==> config.mk <==
export PLATFORM = sky130hd
export DESIGN_NAME = vga_timing_rx
export DESIGN_NICKNAME = d
export VERILOG_FILES = /design/src/rtl/vga_timing_rx.sv
export SDC_FILE = /design/constraint.sdc
export NUM_CORES = 1
export LEC_CHECK = 0
export CORE_MARGIN = 1.5
export CORE_UTILIZATION = 58
export CTS_BUF_LIST = sky130_fd_sc_hd__clkbuf_4
export DETAILED_ROUTE_END_ITERATION = 10
export GPL_ROUTABILITY_DRIVEN = 0
export GPL_TIMING_DRIVEN = 1
export PLACE_DENSITY = 0.8
export SLEW_MARGIN = 20
export SYNTH_ARGS = -nofsm -noshare
export SYNTH_HDL_FRONTEND = slang
export SYNTH_SLANG_ARGS = --single-unit
export TNS_END_PERCENT = 30
==> constraint.sdc <==
create_clock -name clk_100MHz -period 5 [get_ports clk_100MHz]
set_clock_uncertainty 0.15 [all_clocks]
set_input_delay 0.5 -clock clk_100MHz [delete_from_list [all_inputs] [get_ports clk_100MHz]]
set_output_delay 0.5 -clock clk_100MHz [all_outputs]
set_load 0.02 [all_outputs]
==> src/rtl/vga_timing_rx.sv <==
// VGA timing decoder: measures line/frame geometry from sampled syncs, recovers pixel coordinates, flags lock.
// Latency: 1 clk after the sampling p_tick (frame_done, pix, geometry); locked 1 clk after frame_done. No backpressure.
module vga_timing_rx #(
    parameter bit SYNC_ACTIVE_LOW = 1'b1,
    parameter int CNT_W           = 11,
    parameter int LOCK_FRAMES     = 2,
    parameter int TIMEOUT_CYC     = 200000
) (
    input  logic             clk_100MHz,
    input  logic             rst_n,
    input  logic             p_tick,
    input  logic             hsync_in,
    input  logic             vsync_in,
    input  logic             de_in,
    output logic [CNT_W-1:0] h_total,
    output logic [CNT_W-1:0] h_active,
    output logic [CNT_W-1:0] v_total,
    output logic [CNT_W-1:0] v_active,
    output logic [CNT_W-1:0] pixel_x,
    output logic [CNT_W-1:0] pixel_y,
    output logic             pix_valid,
    output logic             frame_done,
    output logic             locked
);
    localparam int MW = $clog2(LOCK_FRAMES + 1);
    localparam int TW = $clog2(TIMEOUT_CYC + 1);
    localparam logic [TW-1:0]    TO_MAX    = TW'(TIMEOUT_CYC);
    localparam logic [TW-1:0]    TO_LAST   = TW'(TIMEOUT_CYC - 1);
    localparam logic [MW-1:0]    LOCK_LAST = MW'(LOCK_FRAMES - 1);
    localparam logic [CNT_W-1:0] ONE       = CNT_W'(1);

    typedef enum logic [1:0] {SEARCH, MEASURE, LOCKED} state_t;

    logic             hs, vs, hs_prev, vs_prev, de_prev;
    logic             hs_lead, vs_lead, de_rise, line_de;
    logic [CNT_W-1:0] h_cnt, de_cnt, line_cnt, act_lines;
    logic             y_first, line_de_seen;
    logic [TW-1:0]    to_cnt;
    logic             to_hit;
    state_t           state;
    logic [MW-1:0]    match_cnt;
    logic [4*CNT_W-1:0] snap, cur;

    function automatic logic [CNT_W-1:0] sat_inc(input logic [CNT_W-1:0] v);
        return (&v) ? v : v + ONE;
    endfunction

    assign hs      = SYNC_ACTIVE_LOW ? ~hsync_in : hsync_in;
    assign vs      = SYNC_ACTIVE_LOW ? ~vsync_in : vsync_in;
    assign hs_lead = p_tick & hs & ~hs_prev;
    assign vs_lead = p_tick & vs & ~vs_prev;
    assign de_rise = p_tick & de_in & ~de_prev;
    assign line_de = (de_cnt != '0);
    assign to_hit  = !hs_lead && (to_cnt == TO_LAST);
    assign cur     = {h_total, h_active, v_total, v_active};

    always_ff @(posedge clk_100MHz) begin
        if (!rst_n) begin
            hs_prev      <= 1'b0;
            vs_prev      <= 1'b0;
            de_prev      <= 1'b0;
            h_cnt        <= '0;
            de_cnt       <= '0;
            line_cnt     <= '0;
            act_lines    <= '0;
            y_first      <= 1'b0;
            line_de_seen <= 1'b0;
            h_total      <= '0;
            h_active     <= '0;
            v_total      <= '0;
            v_active     <= '0;
            pixel_x      <= '0;
            pixel_y      <= '0;
            pix_valid    <= 1'b0;
            frame_done   <= 1'b0;
        end else begin
            frame_done <= 1'b0;
            if (p_tick) begin
                hs_prev   <= hs;
                vs_prev   <= vs;
                de_prev   <= de_in;
                pix_valid <= de_in;

                // pixel_y advances only on the first de run of a line
                if (de_rise) begin
                    pixel_x <= '0;
                    if (y_first) begin
                        pixel_y <= '0;
                        y_first <= 1'b0;
                    end else if (!line_de_seen || hs_lead) begin
                        pixel_y <= sat_inc(pixel_y);
                    end
                end else if (de_in) begin
                    pixel_x <= sat_inc(pixel_x);
                end

                if (hs_lead) begin
                    h_total      <= sat_inc(h_cnt);
                    h_cnt        <= '0;
                    if (line_de)
                        h_active <= de_cnt;
                    de_cnt       <= de_in ? ONE : '0;
                    line_de_seen <= de_in;
                end else begin
                    h_cnt <= sat_inc(h_cnt);
                    if (de_in) begin
                        de_cnt       <= sat_inc(de_cnt);
                        line_de_seen <= 1'b1;
                    end
                end

                // a coincident hs edge closes its line into the ending frame
                if (vs_lead) begin
                    v_total    <= hs_lead ? sat_inc(line_cnt) : line_cnt;
                    v_active   <= (hs_lead && line_de) ? sat_inc(act_lines) : act_lines;
                    line_cnt   <= '0;
                    act_lines  <= '0;
                    y_first    <= 1'b1;
                    frame_done <= 1'b1;
                end else if (hs_lead) begin
                    line_cnt <= sat_inc(line_cnt);
                    if (line_de)
                        act_lines <= sat_inc(act_lines);
                end
            end
        end
    end

    always_ff @(posedge clk_100MHz) begin
        if (!rst_n)
            to_cnt <= '0;
        else if (hs_lead)
            to_cnt <= '0;
        else if (to_cnt != TO_MAX)
            to_cnt <= to_cnt + 1'b1;
    end

    always_ff @(posedge clk_100MHz) begin
        if (!rst_n) begin
            state     <= SEARCH;
            locked    <= 1'b0;
            match_cnt <= '0;
            snap      <= '0;
        end else if (to_hit) begin
            state     <= SEARCH;
            locked    <= 1'b0;
            match_cnt <= '0;
        end else if (frame_done) begin
            case (state)
                SEARCH: begin
                    snap      <= cur;
                    match_cnt <= MW'(1);
                    if (LOCK_FRAMES <= 1) begin
                        state  <= LOCKED;
                        locked <= 1'b1;
                    end else begin
                        state <= MEASURE;
                    end
                end
                MEASURE: begin
                    if (cur == snap) begin
                        match_cnt <= match_cnt + 1'b1;
                        if (match_cnt >= LOCK_LAST) begin
                            state  <= LOCKED;
                            locked <= 1'b1;
                        end
                    end else begin
                        snap      <= cur;
                        match_cnt <= MW'(1);
                    end
                end
                LOCKED: begin
                    if (cur != snap) begin
                        state     <= MEASURE;
                        locked    <= 1'b0;
                        snap      <= cur;
                        match_cnt <= MW'(1);
                    end
                end
                default: begin
                    state  <= SEARCH;
                    locked <= 1'b0;
                end
            endcase
        end
    end
endmodule

# Word level (Yosys, flattened, before mapping)

Cells that the tools add are included.

Add/sub/neg operators: 8
Multiply operators: 0
Divide/modulo/power cells: 0
$lt $le $gt $ge: 1
Equality and inequality tests: 13
Shift operators: 0
Muxes and demuxes: 38
Bitwise gates (word level): 14
Reductions and logical operators: 36

Operator list:

| cell                                          | count |
|---|---|
| 2-to-1 mux 11 bit                             | 19 |
| case mux 44 bit (3 select lines)              | 1 |
| 2-to-1 mux 44 bit                             | 2 |
| adder 11 x 1 -> 11 bit, second input constant | 6 |
| AND reduction 11 bit                          | 6 |
| == test 44 bit                                | 1 |
| != test 44 bit                                | 1 |
| adder 18 x 1 -> 18 bit, second input constant | 1 |
| == test 18 bit, second input constant         | 1 |
| != test 18 bit, second input constant         | 1 |
| AND reduction 3 bit                           | 5 |
| != test 2 bit, second input constant          | 7 |
| case mux 2 bit (3 select lines)               | 2 |
| nonzero test 2 bit                            | 6 |
| nonzero test 11 bit                           | 1 |
| AND reduction 2 bit                           | 5 |
| AND reduction 5 bit                           | 2 |
| 2-to-1 mux 1 bit                              | 9 |
| 2-to-1 mux 2 bit                              | 4 |
| inverter 1 bit                                | 8 |
| AND reduction 4 bit                           | 2 |
| AND 1 bit                                     | 6 |
| OR reduction 2 bit                            | 2 |
| case mux 1 bit (3 select lines)               | 1 |
| 9 further kinds                               | 11 |

Flip-flop bits (word level): 183
Bits in latches: 0
RAM bits: 0
Bits in read-only memories: 0
Bits of input ports: 6
Logic and storage cells: 131
Memories kept: 0

# Logic depth before layout (Yosys ltp)

Depth in word-level cells: 7
Gate-level depth with buffers: 9
Mapped depth without buffers: 8

# Least setup slack after synthesis

OpenSTA, ideal clock, no wires.

Path kind: register to register
Start point: reg v_total[8]
End point: reg snap[9]
Arrival time: 1.935 ns
Path slack: 2.796 ns
Stages on the path, launching flop included: 9
Buffers on the path: 2
Path through: dfxtp_1 -> xor2_1 -> nor4_1 -> nand4_1 -> o41ai_4 -> a21oi_1 -> buf_6 -> buf_12 -> mux2i_1

Word-level cells in the longest chain between the ends: 3

RTL lines:

| what                                             | RTL line | source |
|---|---|---|
| start: declaration                               | 17       | `output logic [CNT_W-1:0] v_total,` |
| start signal: assignment                         | 114      | `v_total <= hs_lead ? sat_inc(line_cnt) : line_cnt;` |
| == test 44 bit or != test 44 bit (tied branches) | 161, 173 |  |
| != test 2 bit (no line)                          | n/a      |  |
| AND reduction 5 bit (no line) *                  | n/a      |  |
| end signal: assignment                           | 151      | `snap <= cur;` |
| end signal: assignment                           | 168      | `snap <= cur;` |
| end signal: assignment                           | 176      | `snap <= cur;` |
| end: declaration                                 | 42       | `logic [4*CNT_W-1:0] snap, cur;` |

Every way passes the cells marked *; elsewhere a longest branch is shown, timed or not.
A chain may end at the register's enable or synchronous reset.

# Worst setup path in the final report

Start point: reg v_total[8]
End point: reg snap[17]

The elaborated chain is that of the path after synthesis.

==> metrics.md <==
| Metric | Value |
|---|---|
| Share of layout cells above drive strength 1 | 5.37% |
| Std cell rows | 44 |
| Core Util, Final | 66.6% |
| Post-synth top flop | dfxtp_1 |
| VDD IR-drop max | 171 uV |
| Vias per cell | 5.73 |
| Unrepaired setup endpoints after global routing | false |
| Io pins | 75 |
| R2r setup slk | 2.13 ns |
| Synth warnings | 0 |
| Die Wd | 125 um |
| Most frequent cells in the layout | 183 x dfxtp_1, 167 x nand2_1, 129 x nor2_1 |
| PortBufs | 74 |
| Die Area | 15600 sq um |
| Post-CTS sizing | 0 |
| Setup TNS | 0 ns |
| Clock Path Buffers | 2 |
| HP Start | rst_n |
| Synthesized net count | 1033 |
| Max Cap Viol | 0 |
| Arrival time of the worst setup path | 3.19 ns |
| Total GRT Usage | 24.9% |
| Dpl cell area | 9370 sq um |
| Synth Area in Compound Gates | 12.5% |
| Clock root buffer | clkbuf_4 |
| Die height | 125 um |
| Post-synthesis cell count | 1017 |
| Crit-path max FO | 44 |
| Hold EP | h_cnt[4]$_SDFFE_PN0P_ |
| Final min period | 2.87 ns |
| Period utilisation layout | 57.5% |
| WP data required | 5.31 ns |
| Post-DP HPWL | 13600 um |
| Adder-cell share of the synthesized area | 1.45% |
| Total Power | 2.63 mW |
| Max-Slew Margin vs Limit | 30.1% |
| Clock Sink Count | 183 |
| DRC | 0 |
| Commonest non-fill, non-tap cell in the layout | dfxtp_1 |
| Design area | 9680 sq um |
| Status | finished clean |
| Pwr Density | 272 nW/um^2 |
| WL/cell | 15.2 um |
| Initial antenna violation count | 1 |
| Setup crit end kind | register |
| Worst r2r src | v_total[8]$_SDFFE_PN0P_ |
| Synth Area in Simple Gates | 23.4% |
| Mapped Avg Cell Area | 8.46 sq um |
| Setup Buffers After CTS | 0 |
| Mux share of post-synthesis cell area | 5.95% |
| Async S/R FF share, synth | 0% |
| Core Region | 14500 sq um |
| Register area share after synthesis | 42.6% |
| Worst hold path class | input port to register |
| Nets | 1083 |
| Starting Density | 59.2% |
| Largest net degree at the start of global routing | 61 |
| Synth Area in XOR/XNOR | 10.1% |
| Layout area overhead | 12.5% |
| Hold-critical path depth | 2 |
| Fin. max-slew vios | 0 |
| First-pass GRT wire length | 31700 um |
| Congestion Overflow GR | 0 |
| Number of synthesized flops with an enable pin | 0 |
| Reg2reg end | snap[17]$_SDFFE_PN0P_ |
| Critical path class | register to register |
| Mapped cell area | 8600 sq um |
| Clock Pin Slew Worst Setup and Hold Paths | 0.15 ns |
| CTS Hold Bufs | 0 |
| Routed wire length | 19200 um |
| Clk_lat worst skew | 0.59 ns |
| Drt first-iter violations | 636 |
| Inserted Clock Buffers | 17 |
| Vias in the first global route | 6472 |
| Post-route ant nets | 0 |
| FF-to-FF path depth | 7 |
| CTS H-tree depth | 4 |
| TritonCTS clock tree | built |
| Synth cell types | 63 |
| Startpoint types | register |
| Vias | 7246 |
| Final setup fails | 0 |
| FF+latch count, synth | 183 |
| Fmax | 0.348 GHz |
| Worst Tran Pin Value | 1.05 ns |
| Final Hold Vio Count | 0 |
| Drt pass-1 iters | 7 |
| Largest family of logic cells by synthesized area | simple AND/OR/NAND/NOR gates |
| Lkg Pwr | 3.51 nW |
[power breakdown]
group	internal, mW	leakage [nW]	switching [mW]
clock network	0.357	0.161	0.522
registers	1.48	1.48	0.0354
logic	0.0844	1.87	0.150
[metrics by stage]
| stage | setup slack, ns | std cells | hold WS [ns] |
|---|---|---|---|
| final | 2.13 | 1265 | 0.244 |
| after global routing | 1.97 | 1265 | 0.218 |
| after CTS | 2.11 | 1264 | 0.208 |
| after detailed placement | 1.58 | 1232 | 0.312 |
| after global placement | 1.67 | 1232 | 0.303 |
| after floorplan | 2.80 | 1017 | 0.290 |
[cells in the mapped netlist, types with 4 or more instances]
cell type	instances	area share, %
and3_1	14	1.0
nor3_1	19	1.1
nand3_1	34	2.0
and2_1	8	0.58
nor4_1	15	1.1
dfxtp_1	183	43
a311oi_1	6	0.61
clkbuf_1	36	1.6
and4_1	8	0.81
a211oi_1	20	1.7
xor2_1	75	7.6
o21a_1	5	0.44
nor2b_1	6	0.44
a21oi_1	55	3.2
nand2b_1	5	0.36
buf_12	4	0.93
o21ai_1	5	0.29
a31oi_1	8	0.58
nand2_1	167	7.3
ha_1	10	1.5
buf_2	7	0.41
mux2i_1	50	5.8
nand4_1	14	1.0
inv_1	20	0.87
or3_1	7	0.51
xnor2_1	24	2.4
o21ai_0	31	1.8
nor2_1	129	5.6
a22oi_1	5	0.44
[cells by family (layout without fill, tap and decap cells)]
family / count (synthesis) / in the layout
flip-flops: 183 / 183
AO/OA/AOI/OAI: 164 / 164
XOR/XNOR: 99 / 99
other: 0 / 1
buffers and inverters: 70 / 133
adder cells (fa/ha/maj): 10 / 10
AND/OR/NAND/NOR: 440 / 440
multiplexers: 51 / 51
[worst max-delay path, cell delays in order, from the launching register on]
cell and delay (ns):
dfxtp_1 0.39, xor2_1 0.16, nor4_1 0.48, nand4_1 0.38
o31ai_1 0.50, a21oi_4 0.09, buf_4 0.37, mux2i_1 0.21
[per-layer routing]
| metal | GRT usage (%) | wire length (um) | vias up |
|---|---|---|---|
| met5 | 0 | 0 | - |
| met4 | 8.18 | 363 | 0 |
| met3 | 5.54 | 1020 | 28 |
| met2 | 38.2 | 8800 | 198 |
| met1 | 34.9 | 9000 | 3404 |
| li1 | - | - | 3616 |
[worst max-delay path by stage]
stage	startpoint	endpoint	slack (ns)	depth (start not counted)
6_report	v_total[8]$_SDFFE_PN0P_	snap[17]$_SDFFE_PN0P_	2.13	7
5_1_grt	v_total[8]$_SDFFE_PN0P_	snap[30]$_SDFFE_PN0P_	1.97	7
4_1_cts	v_total[8]$_SDFFE_PN0P_	snap[17]$_SDFFE_PN0P_	2.11	7
3_5_place_dp	p_tick	snap[12]$_SDFFE_PN0P_	1.58	10
3_3_place_gp	p_tick	snap[20]$_SDFFE_PN0P_	1.67	10
2_1_floorplan	v_total[8]$_SDFFE_PN0P_	snap[9]$_SDFFE_PN0P_	2.80	8
[registers in the layout, indices dropped and copies added (netlist names)]
register and count:
state 2, frame_done 1, snap 44, pixel_y 11
h_cnt 11, vs_prev 1, y_first 1, to_cnt 18
h_active 11, v_active 11, line_cnt 11, de_prev 1
pixel_x 11, line_de_seen 1, act_lines 11, v_total 11
h_total 11, hs_prev 1, match_cnt 2, locked 1
de_cnt 11
[final cells by class]
| cell class | count | area (sq um) |
|---|---|---|
| inverter | 21 | 80.1 |
| clock buffer | 18 | 135 |
| clock inverter | 14 | 174 |
| timing repair buffer | 80 | 783 |
| tap | 184 | 230 |
| multi-input combinational | 764 | 4610 |
| antenna | 1 | 2.50 |
| fill | 1246 | 4850 |
| sequential | 183 | 3660 |
Power figures use the tool's default switching activity.
